### src/rtl/stall_ctrl_pkg.sv
// rtl/stall_ctrl_pkg.sv - shared encodings, defaults and RAW hazard helper for stall_ctrl
package stall_ctrl_pkg;

  // Tuse/Tnew are "cycles until needed / until forwardable"; 3 in Tuse means the operand is unused
  localparam logic [1:0] TUSE_NONE = 2'd3;

  // Default MDU latencies and counter width (counter must hold the larger latency)
  localparam int MULT_CYCLES_DEF = 5;
  localparam int DIV_CYCLES_DEF  = 10;
  localparam int CNT_W_DEF       = 4;

  // One RAW term: a live producer targeting a non-$0 register that D reads before it is ready
  function automatic logic raw_haz(
    input logic       wr,
    input logic [4:0] a3,
    input logic [4:0] src,
    input logic [1:0] tuse,
    input logic [1:0] tnew
  );
    return wr && (a3 != 5'd0) && (a3 == src) && (tuse != TUSE_NONE) && (tuse < tnew);
  endfunction

endpackage

### src/rtl/stall_ctrl_mdu_timer.sv
// rtl/stall_ctrl_mdu_timer.sv - MDU busy countdown with end-of-operation pulse
import stall_ctrl_pkg::*;

module mdu_timer #(
  parameter int MULT_CYCLES = MULT_CYCLES_DEF,
  parameter int DIV_CYCLES  = DIV_CYCLES_DEF,
  parameter int CNT_W       = CNT_W_DEF
) (
  input  logic clk,
  input  logic reset,
  input  logic i_start,
  input  logic i_is_div,
  input  logic i_cancel,
  output logic o_busy,
  output logic o_done
);

  logic [CNT_W-1:0] r_cnt;
  logic             r_done;
  logic [CNT_W-1:0] w_load;

  assign w_load = i_is_div ? CNT_W'(DIV_CYCLES) : CNT_W'(MULT_CYCLES);

  // Load on an uncancelled start, otherwise count down; an op already counting ignores cancel
  always_ff @(posedge clk) begin
    if (reset) begin
      r_cnt  <= '0;
      r_done <= 1'b0;
    end else if (i_start && !i_cancel) begin
      r_cnt  <= w_load;
      r_done <= 1'b0;
    end else if (r_cnt != '0) begin
      r_cnt  <= r_cnt - 1'b1;
      r_done <= (r_cnt == CNT_W'(1));
    end else begin
      r_done <= 1'b0;
    end
  end

  assign o_busy = (r_cnt != '0);
  assign o_done = r_done;

endmodule

### src/rtl/stall_ctrl.sv
// rtl/stall_ctrl.sv - D->E hazard/stall controller: RAW and MDU stalls, freeze, stall counter
import stall_ctrl_pkg::*;

module stall_ctrl #(
  parameter int MULT_CYCLES = MULT_CYCLES_DEF,
  parameter int DIV_CYCLES  = DIV_CYCLES_DEF,
  parameter int CNT_W       = CNT_W_DEF
) (
  input  logic        clk,
  input  logic        reset,
  input  logic        Req,
  input  logic [4:0]  D_A1,
  input  logic [4:0]  D_A2,
  input  logic [1:0]  D_Tuse_rs,
  input  logic [1:0]  D_Tuse_rt,
  input  logic        D_is_md,
  input  logic [4:0]  E_A3,
  input  logic        E_regWrite,
  input  logic [1:0]  E_Tnew,
  input  logic [4:0]  M_A3,
  input  logic        M_regWrite,
  input  logic [1:0]  M_Tnew,
  input  logic        E_start,
  input  logic        E_is_div,
  output logic        freeze,
  output logic        mdu_busy,
  output logic        mdu_done,
  output logic [31:0] stall_cycles
);

  logic        w_reg_stall;
  logic        w_md_stall;
  logic        w_freeze;
  logic        w_mdu_busy;
  logic        w_mdu_done;
  logic [31:0] r_stall_cycles;

  mdu_timer #(
    .MULT_CYCLES (MULT_CYCLES),
    .DIV_CYCLES  (DIV_CYCLES),
    .CNT_W       (CNT_W)
  ) u_mdu_timer (
    .clk      (clk),
    .reset    (reset),
    .i_start  (E_start),
    .i_is_div (E_is_div),
    .i_cancel (Req),
    .o_busy   (w_mdu_busy),
    .o_done   (w_mdu_done)
  );

  // Stall sources; an MDU op entering E already blocks the next HI/LO user, and a flush overrides all
  always_comb begin
    w_reg_stall = raw_haz(E_regWrite, E_A3, D_A1, D_Tuse_rs, E_Tnew)
                | raw_haz(E_regWrite, E_A3, D_A2, D_Tuse_rt, E_Tnew)
                | raw_haz(M_regWrite, M_A3, D_A1, D_Tuse_rs, M_Tnew)
                | raw_haz(M_regWrite, M_A3, D_A2, D_Tuse_rt, M_Tnew);
    w_md_stall  = D_is_md & (w_mdu_busy | E_start);
    w_freeze    = (w_reg_stall | w_md_stall) & ~Req;
  end

  // Saturating count of frozen cycles
  always_ff @(posedge clk) begin
    if (reset) begin
      r_stall_cycles <= '0;
    end else if (w_freeze && (r_stall_cycles != 32'hFFFF_FFFF)) begin
      r_stall_cycles <= r_stall_cycles + 32'd1;
    end
  end

  assign freeze       = w_freeze;
  assign mdu_busy     = w_mdu_busy;
  assign mdu_done     = w_mdu_done;
  assign stall_cycles = r_stall_cycles;

endmodule

### config.mk
export PLATFORM = sky130hd
export DESIGN_NAME = stall_ctrl
export DESIGN_NICKNAME = d
export VERILOG_FILES = /design/src/rtl/stall_ctrl_pkg.sv /design/src/rtl/stall_ctrl_mdu_timer.sv /design/src/rtl/stall_ctrl.sv
export SDC_FILE = /design/constraint.sdc
export NUM_CORES = 1
export LEC_CHECK = 0
export CORE_AREA = 4 4 73 75
export CTS_CLUSTER_DIAMETER = 30
export DETAILED_ROUTE_END_ITERATION = 16
export DIE_AREA = 0 0 77 79
export PLACE_DENSITY = 0.92
export SKIP_LAST_GASP = 1
export SLEW_MARGIN = 30
export SYNTH_ARGS = -nofsm -noshare
export SYNTH_HDL_FRONTEND = slang
export SYNTH_SLANG_ARGS = --single-unit
### constraint.sdc
create_clock -name clk -period 4.2 [get_ports clk]
set_input_delay 0.84 -clock clk [delete_from_list [all_inputs] [get_ports clk]]
set_output_delay 0.84 -clock clk [all_outputs]
set_load 0.03 [all_outputs]
# After elaboration in Yosys (flattened, before gate mapping)
# Cells that the tools add are included.
# totals
reg_bits,37
latchBits,0
ramBits,0
romBits,0
input_bits,36
output_inout_bits,35
mem_count,0
# op_classes
n_addsub,2
n_mul,0
div,0
magnitude_cmp,4
eq_ne,8
n_shift,0
muxes,3
n_bitwise,9
n_reduce_logical,22
# ops
operator,count
"adder 32 x 1 -> 32 bit, second input constant",1
"!= test 32 bit, second input constant",1
equality test 5 bit,4
logical AND 1 bit,16
2-to-1 mux 4 bit,3
nonzero test 5 bit,2
less-than comparator 2 bit,4
bitwise OR 1 bit,5
"equality test 4 x 1 -> 1 bit, second input constant",1
"!= test 2 bit, second input constant",2
nonzero test 4 bit,1
"subtractor 4 x 1 -> 4 bit, second input constant",1
OR reduction 3 bit,1
AND 1 bit,2
inverter 1 bit,2
nonzero test 2 bit,1
zero test 1 bit,1

# Longest topological paths before layout
# Gate-level depths: netlist of run 1.
# logic_depth
depth_word,11
mapped_depth,10
mapped_depth_nobuf,8

# By module
# From an unflattened synthesis of run 1, not the netlist that was laid out.
# unflattened
hier_cells,288
area_unflattened_um2,2396.0
# modules_own_cells
mod,instances,cells_each,area_per_inst_um2,seq_area_each_um2
stall_ctrl,1,260,2103.3,640.6
mdu_timer,1,28,292.8,100.1

# Worst setup path after synthesis of run 1
# OpenSTA, ideal clock, no wires.
# synth_path
kind,input port to output port
from,in M_A3[1]
to,out freeze
arrival_ps,2081
slack_ps,1279
path_stages,4
path_buffers,0
cell_sequence,or4_1 > o21ai_1 > a21oi_1 > or3_1
# synth_between
elab_chain_len,9
# synth_lines
element,line_no,source
from (decl),stall_ctrl.sv:20,"input logic [4:0] M_A3,"
nonzero test 5 bit,stall_ctrl_pkg.sv:20,return wr && (a3 != 5'd0) && (a3 == src) && (tuse != TUSE_NONE) && (tuse < tnew);
logical AND 1 bit (4 in a row),stall_ctrl_pkg.sv:20,
bitwise OR 1 bit,stall_ctrl.sv:56,"| raw_haz(M_regWrite, M_A3, D_A1, D_Tuse_rs, M_Tnew)"
bitwise OR 1 bit *,stall_ctrl.sv:57,"| raw_haz(M_regWrite, M_A3, D_A2, D_Tuse_rt, M_Tnew);"
bitwise OR 1 bit *,stall_ctrl.sv:59,w_freeze = (w_reg_stall | w_md_stall) & ~Req;
AND 1 bit *,stall_ctrl.sv:59,
to (decl),stall_ctrl.sv:25,"output logic freeze,"
# Every way passes the cells marked *; elsewhere a longest branch is shown, timed or not.

# Worst setup path after layout of run 1
# Same ends and word-level chain as after synthesis.

==> impl_metrics.env, run 1 <==
export IMPL_wl_um=6080
export IMPL_p_total_w=0.000852
export IMPL_worst_ep_arrival_time_ns=3.14
export IMPL_antenna_left=0
export IMPL_syn_inst=285
export IMPL_grt_total_usage_pct=19.8
export IMPL_cts_root_buffer="clkbuf_8"
export IMPL_cts_tree="done"
export IMPL_postSynthAreaPerCell_um2=8.21
export IMPL_synth_fp_nets=328
export IMPL_peakVddDrop_v=0.000361
export IMPL_dp_slack_ns=0.235
export IMPL_holdPathEnd="stall_cycles[26]"
export IMPL_final_cell_mix="clkdlybuf4s50_1, dfxtp_1, a21oi_1"
export IMPL_area_growth_syn_to_layout_pct=34.2
export IMPL_row_count=25
export IMPL_finalClockSkew_ns=0.0105
export IMPL_cts_resized=0
export IMPL_fillers=375
export IMPL_clock_path_buffers=2
export IMPL_ff2ff_setup_slack_ns=1.52
export IMPL_r2r_cells=9
export IMPL_min_from="stall_cycles[26]"
export IMPL_path_cells="clkdlybuf4s50_1, or4_1, o21ai_1, a21oi_1, or3_1, clkdlybuf4s50_1"
export IMPL_r2r_end="stall_cycles[25]"
export IMPL_setup_violations=0
export IMPL_powerDensity_nw_per_um2=271
export IMPL_cts_buffers_inserted=5
export IMPL_drtPass1Iterations=4
export IMPL_clkTransAtPathRegs_ns=0.06
export IMPL_fin_ws_ns=0.218
export IMPL_fmax_mhz=251
export IMPL_route_top_layer_used="met4"
export IMPL_grt_pass1_vias=2228
export IMPL_synth_distinct_cells=38
export IMPL_clock_sinks=37
export IMPL_grt_max_degree=39
export IMPL_worst_path_most_repeated_cell="clkdlybuf4s50_1"
export IMPL_final_max_slew_viol_count=0
export IMPL_postCtsSetupBuffers=0
export IMPL_cp_end_kind="output pin"
export IMPL_min_path_cells=2
export IMPL_drt_iter0_drc=144
export IMPL_num_vias=2425
export IMPL_worst_pin_slew_ns=0.948
export IMPL_ys_warn_count=0
export IMPL_stdcell_area_um2=3140
export IMPL_outcome="finished, final reports clean"
export IMPL_die_w_um=77
export IMPL_syn_cell_area_um2=2340
export IMPL_io_pin_count=71
export IMPL_cap_violations=0
export IMPL_reg2reg_from="u_mdu_timer.r_cnt[0]"
export IMPL_finalSetupTns_ns=0
export IMPL_rsz0062_at_grt="no"
export IMPL_dp_hpwl_um=4710
export IMPL_place_area_um2=3060
export IMPL_wl_met3_um=447
export IMPL_layout_commonest_cell="clkdlybuf4s50_1"
export IMPL_antenna_found_initial=0
export IMPL_synth_top_area_share_pct=31.7
export IMPL_wl_met2_um=3060
export IMPL_fp_dieArea_um2=6080
export IMPL_worstPathRequired_ns=3.36
export IMPL_port_buffers=70
export IMPL_p_leak_nw=1.04
export IMPL_overflow=0
export IMPL_die_h_um=79
export IMPL_yosys_area_top_type="dfxtp_1"
export IMPL_avgViaCountPerCell=5.91
export IMPL_final_nets=399
export IMPL_drc_errors=0
export IMPL_hold_buffers=0
export IMPL_path_class="input pin to output pin"
export IMPL_antennaDiodeCount=0
export IMPL_initial_core_util_pct=50.2
export IMPL_cp_slowest_cell="clkdlybuf4s50_1"
export IMPL_synth_seq_area_share_pct=31.7
export IMPL_core_area_um2=4660
export IMPL_slowest_delay_ns=0.63
export IMPL_synth_area_leaders="dfxtp_1, a21oi_1, xor2_1"
export IMPL_htree_levels=2
export IMPL_drive_above_1_share_pct=5.06
export IMPL_hp_class="flop to flop"
export IMPL_hold_viol=0
export IMPL_grt_pass1_wl_um=9980
export IMPL_wl_met1_um=2470
export IMPL_clk_latency_ns=0.29
export IMPL_ys_seq_elements=37
export IMPL_fin_crit_sh_pct=94.8
export IMPL_gp_congestion=0.959
export IMPL_crit_path_max_fanout=3
export IMPL_wl_per_cell_um=14.8
export IMPL_relSlewSlack_pct=36.6
export IMPL_fin_crit_ns=3.98
export IMPL_cp_start_kind="input pin"
[where the power goes]
| part | total, W | internal [W] | leakage [nW] | switching [W] |
|---|---|---|---|---|
| logic | 0.000231 | 0.000105 | 0.700 | 0.000126 |
| registers | 0.000379 | 0.000365 | 0.299 | 0.0000138 |
| clock network | 0.000241 | 0.000115 | 0.0412 | 0.000126 |
[worst max path at each step]
stage | from | endpoint | slack, ns | cells after the start
after floorplan | M_A3[1] | freeze | 1.28 | 4
after global placement | M_A3[1] | freeze | 0.31 | 6
after detailed placement | E_A3[2] | freeze | 0.23 | 6
after CTS | E_A3[2] | freeze | 0.23 | 6
after global routing | E_Tnew[1] | freeze | 0.17 | 8
final | M_A3[1] | freeze | 0.22 | 6
[state kept, by name (all words and copies together) (netlist names)]
register and flops:
stall_cycles 32, u_mdu_timer.o_done 1, u_mdu_timer.r_cnt 4
[synthesized netlist by cell type, drive strengths merged]
library cell,n
nand3,13
xor2,16
and4b,1
a211oi,4
or4,14
nor3b,3
ha,7
nor4,5
nor2,16
or3,13
nor3,7
nand3b,2
mux2i,1
inv,10
a31oi,2
buf,8
and2,1
o211ai,1
nand2b,5
o21ai,15
nand2,16
nor2b,9
mux2,6
a21oi,32
nand4,13
dfxtp,37
clkbuf,3
and3,6
xnor2,7
o31ai,12
[area by class of cell]
cell class | instances | area, um2 | share of cell area (%)
sequential | 37 | 741 | 23.6
clock buffer | 6 | 72.6 | 2.31
inverter | 10 | 37.5 | 1.20
tap | 54 | 67.6 | 2.15
clock inverter | 1 | 8.76 | 0.279
timing repair buffer | 75 | 738 | 23.5
multi-input combinational | 227 | 1470 | 47.0
[cells by family after synthesis]
logic type,share of synthesized area [%]
AND/OR/NAND/NOR,30.1
flip-flops,31.7
adder cells (fa/ha/maj),3.74
buffers and inverters,5.35
AO/OA/AOI/OAI,16.6
multiplexers,3.96
XOR/XNOR,8.61
[through the flow]
| step | std cells | hold slack, ns | util, % |
|---|---|---|---|
| floorplan | 285 | 0.537 | - |
| global placement | 403 | 0.476 | 65.6 |
| detailed placement | 403 | 0.492 | 65.6 |
| CTS | 410 | 0.502 | 67.4 |
| global route | 410 | 0.536 | 67.4 |
| finish | 410 | 0.502 | 67.4 |
[layer usage]
metal  track usage, %  vias to the layer above
li1                 -                     1199
met4             7.47                        0
met5                0                        -
met3             4.88                       12
met1             22.7                     1114
met2             35.4                      100
[critical path: cells and delay by family]
kind	cells	cell delay [ns]
AOI/OAI and AO/OA	2	0.21
and+or+nand+nor	2	0.97
buffers and inverters	2	1.11
No activity file was read; power rests on OpenSTA's default activity.
==> run 2, diff against run 1 <==
CTS_CLUSTER_SIZE = 10   (was not set)
==> results of run 2 <==
Final layout, timing and power as in run 1 (identical DEF).
==> run 3, diff against run 2 <==
CORE_AREA = 4 4 86 64   (was 4 4 73 75)
CTS_CLUSTER_SIZE = 14   (was 10)
DIE_AREA = 0 0 90 68   (was 0 0 77 79)
PLACE_DENSITY = 0.93   (was 0.92)
==> impl_metrics.env, run 3 (synthesis results as in run 1) <==
export IMPL_outcome="finished, final reports clean"
export IMPL_grt_pass1_vias=2304
export IMPL_path_class="input pin to output pin"
export IMPL_seq_power_share_pct=44.0
export IMPL_path_cells="clkdlybuf4s50_1, ha_1, a211oi_1, nand4_1, a21oi_1, or3_1, clkdlybuf4s50_1"
export IMPL_num_vias=2495
export IMPL_slowest_delay_ns=0.70
export IMPL_cp_end_kind="output pin"
export IMPL_clock_sinks=37
export IMPL_cts_tree="done"
export IMPL_clkTransAtPathRegs_ns=0.07
export IMPL_p_leak_nw=1.03
export IMPL_initial_core_util_pct=50.3
export IMPL_ff2ff_setup_slack_ns=1.32
export IMPL_min_from="stall_cycles[18]"
export IMPL_grt_total_usage_pct=22.2
export IMPL_clk_latency_ns=0.29
export IMPL_drive_above_1_share_pct=4.52
export IMPL_avgViaCountPerCell=6.07
export IMPL_cp_start_kind="input pin"
export IMPL_fin_crit_ns=4.13
export IMPL_antenna_found_initial=0
export IMPL_worst_pin_slew_ns=0.715
export IMPL_fin_crit_sh_pct=98.3
export IMPL_cp_slowest_cell="clkdlybuf4s50_1"
export IMPL_port_buffers=70
export IMPL_power_frac_clock_pct=28.9
export IMPL_worst_ep_arrival_time_ns=3.29
export IMPL_cap_violations=0
export IMPL_wl_um=6980
export IMPL_use_met1_pct=29.1
export IMPL_die_w_um=90
export IMPL_worst_path_most_repeated_cell="clkdlybuf4s50_1"
export IMPL_peakVddDrop_v=0.000243
export IMPL_final_max_slew_viol_count=0
export IMPL_clock_path_buffers=2
export IMPL_p_int_w=0.000600
export IMPL_swShare_pct=30.6
export IMPL_worstPathRequired_ns=3.36
export IMPL_fp_dieArea_um2=6120
export IMPL_fmax_mhz=242
export IMPL_cts_resized=0
export IMPL_overflow=0
export IMPL_rsz0062_at_grt="no"
export IMPL_setup_violations=0
export IMPL_layout_commonest_cell="clkdlybuf4s50_1"
export IMPL_p_total_w=0.000865
export IMPL_powerDensity_nw_per_um2=276
export IMPL_path_buf_inv=2
export IMPL_relSlewSlack_pct=52.2
export IMPL_postCtsSetupBuffers=0
export IMPL_dp_hpwl_um=5290
export IMPL_final_nets=397
export IMPL_use_met2_pct=37.5
export IMPL_antennaDiodeCount=0
export IMPL_finalSetupTns_ns=0
export IMPL_antenna_left=0
export IMPL_r2r_cells=9
export IMPL_area_growth_syn_to_layout_pct=33.9
export IMPL_htree_levels=2
export IMPL_final_cell_mix="clkdlybuf4s50_1, dfxtp_1, a21oi_1"
export IMPL_drc_errors=0
export IMPL_min_path_cells=2
export IMPL_core_area_um2=4650
export IMPL_hp_class="flop to flop"
export IMPL_cts_buffers_inserted=5
export IMPL_switchingPower_w=0.000265
export IMPL_reg2reg_from="u_mdu_timer.r_cnt[0]"
export IMPL_startpoint="D_Tuse_rs[1]"
export IMPL_busiest_layer="met2"
export IMPL_drtPass1Iterations=4
export IMPL_grt_max_degree=32
export IMPL_met3_usage_pct=4.62
export IMPL_cts_root_buffer="clkbuf_8"
export IMPL_wl_per_cell_um=17.0
export IMPL_hold_buffers=0
export IMPL_hold_viol=0
export IMPL_row_count=21
export IMPL_crit_path_max_fanout=4
export IMPL_largest_reg_flops=32
export IMPL_die_h_um=68
export IMPL_drt_iter0_drc=291
export IMPL_grt_pass1_wl_um=10900
export IMPL_finalClockSkew_ns=0.00576
export IMPL_holdPathEnd="stall_cycles[18]"
export IMPL_comb_power_share_pct=27.0
export IMPL_io_pin_count=71
export IMPL_cp_top_family="buffers and inverters"
export IMPL_gp_congestion=0.977
export IMPL_r2r_end="stall_cycles[29]"
## run 3: cell types whose count changed in the layout (fill, tap and decap cells not counted)
| cell | previous run | this run |
|---|---|---|
| clkbuf_8 | 5 | 6 |
| buf_4 | 5 | 3 |
| clkinv_4 | 1 | 0 |
## run 3: stage by stage
step	util (%)	cell area, um2	std cells	hold slack [ns]	setup slack [ns]
2_1_floorplan	-	2340	285	0.537	1.28
3_3_place_gp	65.5	3050	404	0.475	0.245
3_5_place_dp	65.5	3050	404	0.498	0.135
4_1_cts	67.4	3130	411	0.514	0.133
5_1_grt	67.4	3130	411	0.531	0.0591
6_report	67.4	3130	411	0.515	0.0705
## run 3: power groups by stage
stage	logic, W	registers [W]	clock network, W
2_1_floorplan	0.000146	0.000390	0
3_3_place_gp	0.000221	0.000386	0
3_5_place_dp	0.000231	0.000388	0
4_1_cts	0.000233	0.000380	0.000253
5_1_grt	0.000256	0.000382	0.000265
6_report	0.000234	0.000381	0.000250
## run 3: worst max-delay path by stage
stage	end	depth (start not counted)	slack, ns
final	freeze	7	0.07
after global routing	freeze	7	0.06
after CTS	freeze	7	0.13
after detailed placement	freeze	7	0.13
after global placement	freeze	6	0.25
after floorplan	freeze	4	1.28
## run 3: layer usage
| layer | share of wire [%] | wire (um) | up-vias |
|---|---|---|---|
| li1 | - | - | 1194 |
| met5 | 0 | 0 | - |
| met4 | 1.2 | 87 | 0 |
| met2 | 48 | 3370 | 98 |
| met1 | 44 | 3080 | 1190 |
| met3 | 6.3 | 442 | 13 |
## run 3: layout make-up
cell class	count	area (um2)
flip-flops and latches	37	741
clock buffers	7	86.3
multi-input cells	227	1470
inverters	10	37.5
well taps	57	71.3
repair buffers	73	723
fillers	354	1520
## run 3: worst register-to-register path, cell delays in order (launching register included)
cell	delay (ns)
dfxtp_1	0.37
inv_1	0.09
ha_1	0.24
nand3b_1	0.24
nor2_1	0.07
nor3b_1	0.55
o31ai_4	0.24
buf_4	0.24
nor4_1	0.41
mux2_4	0.33
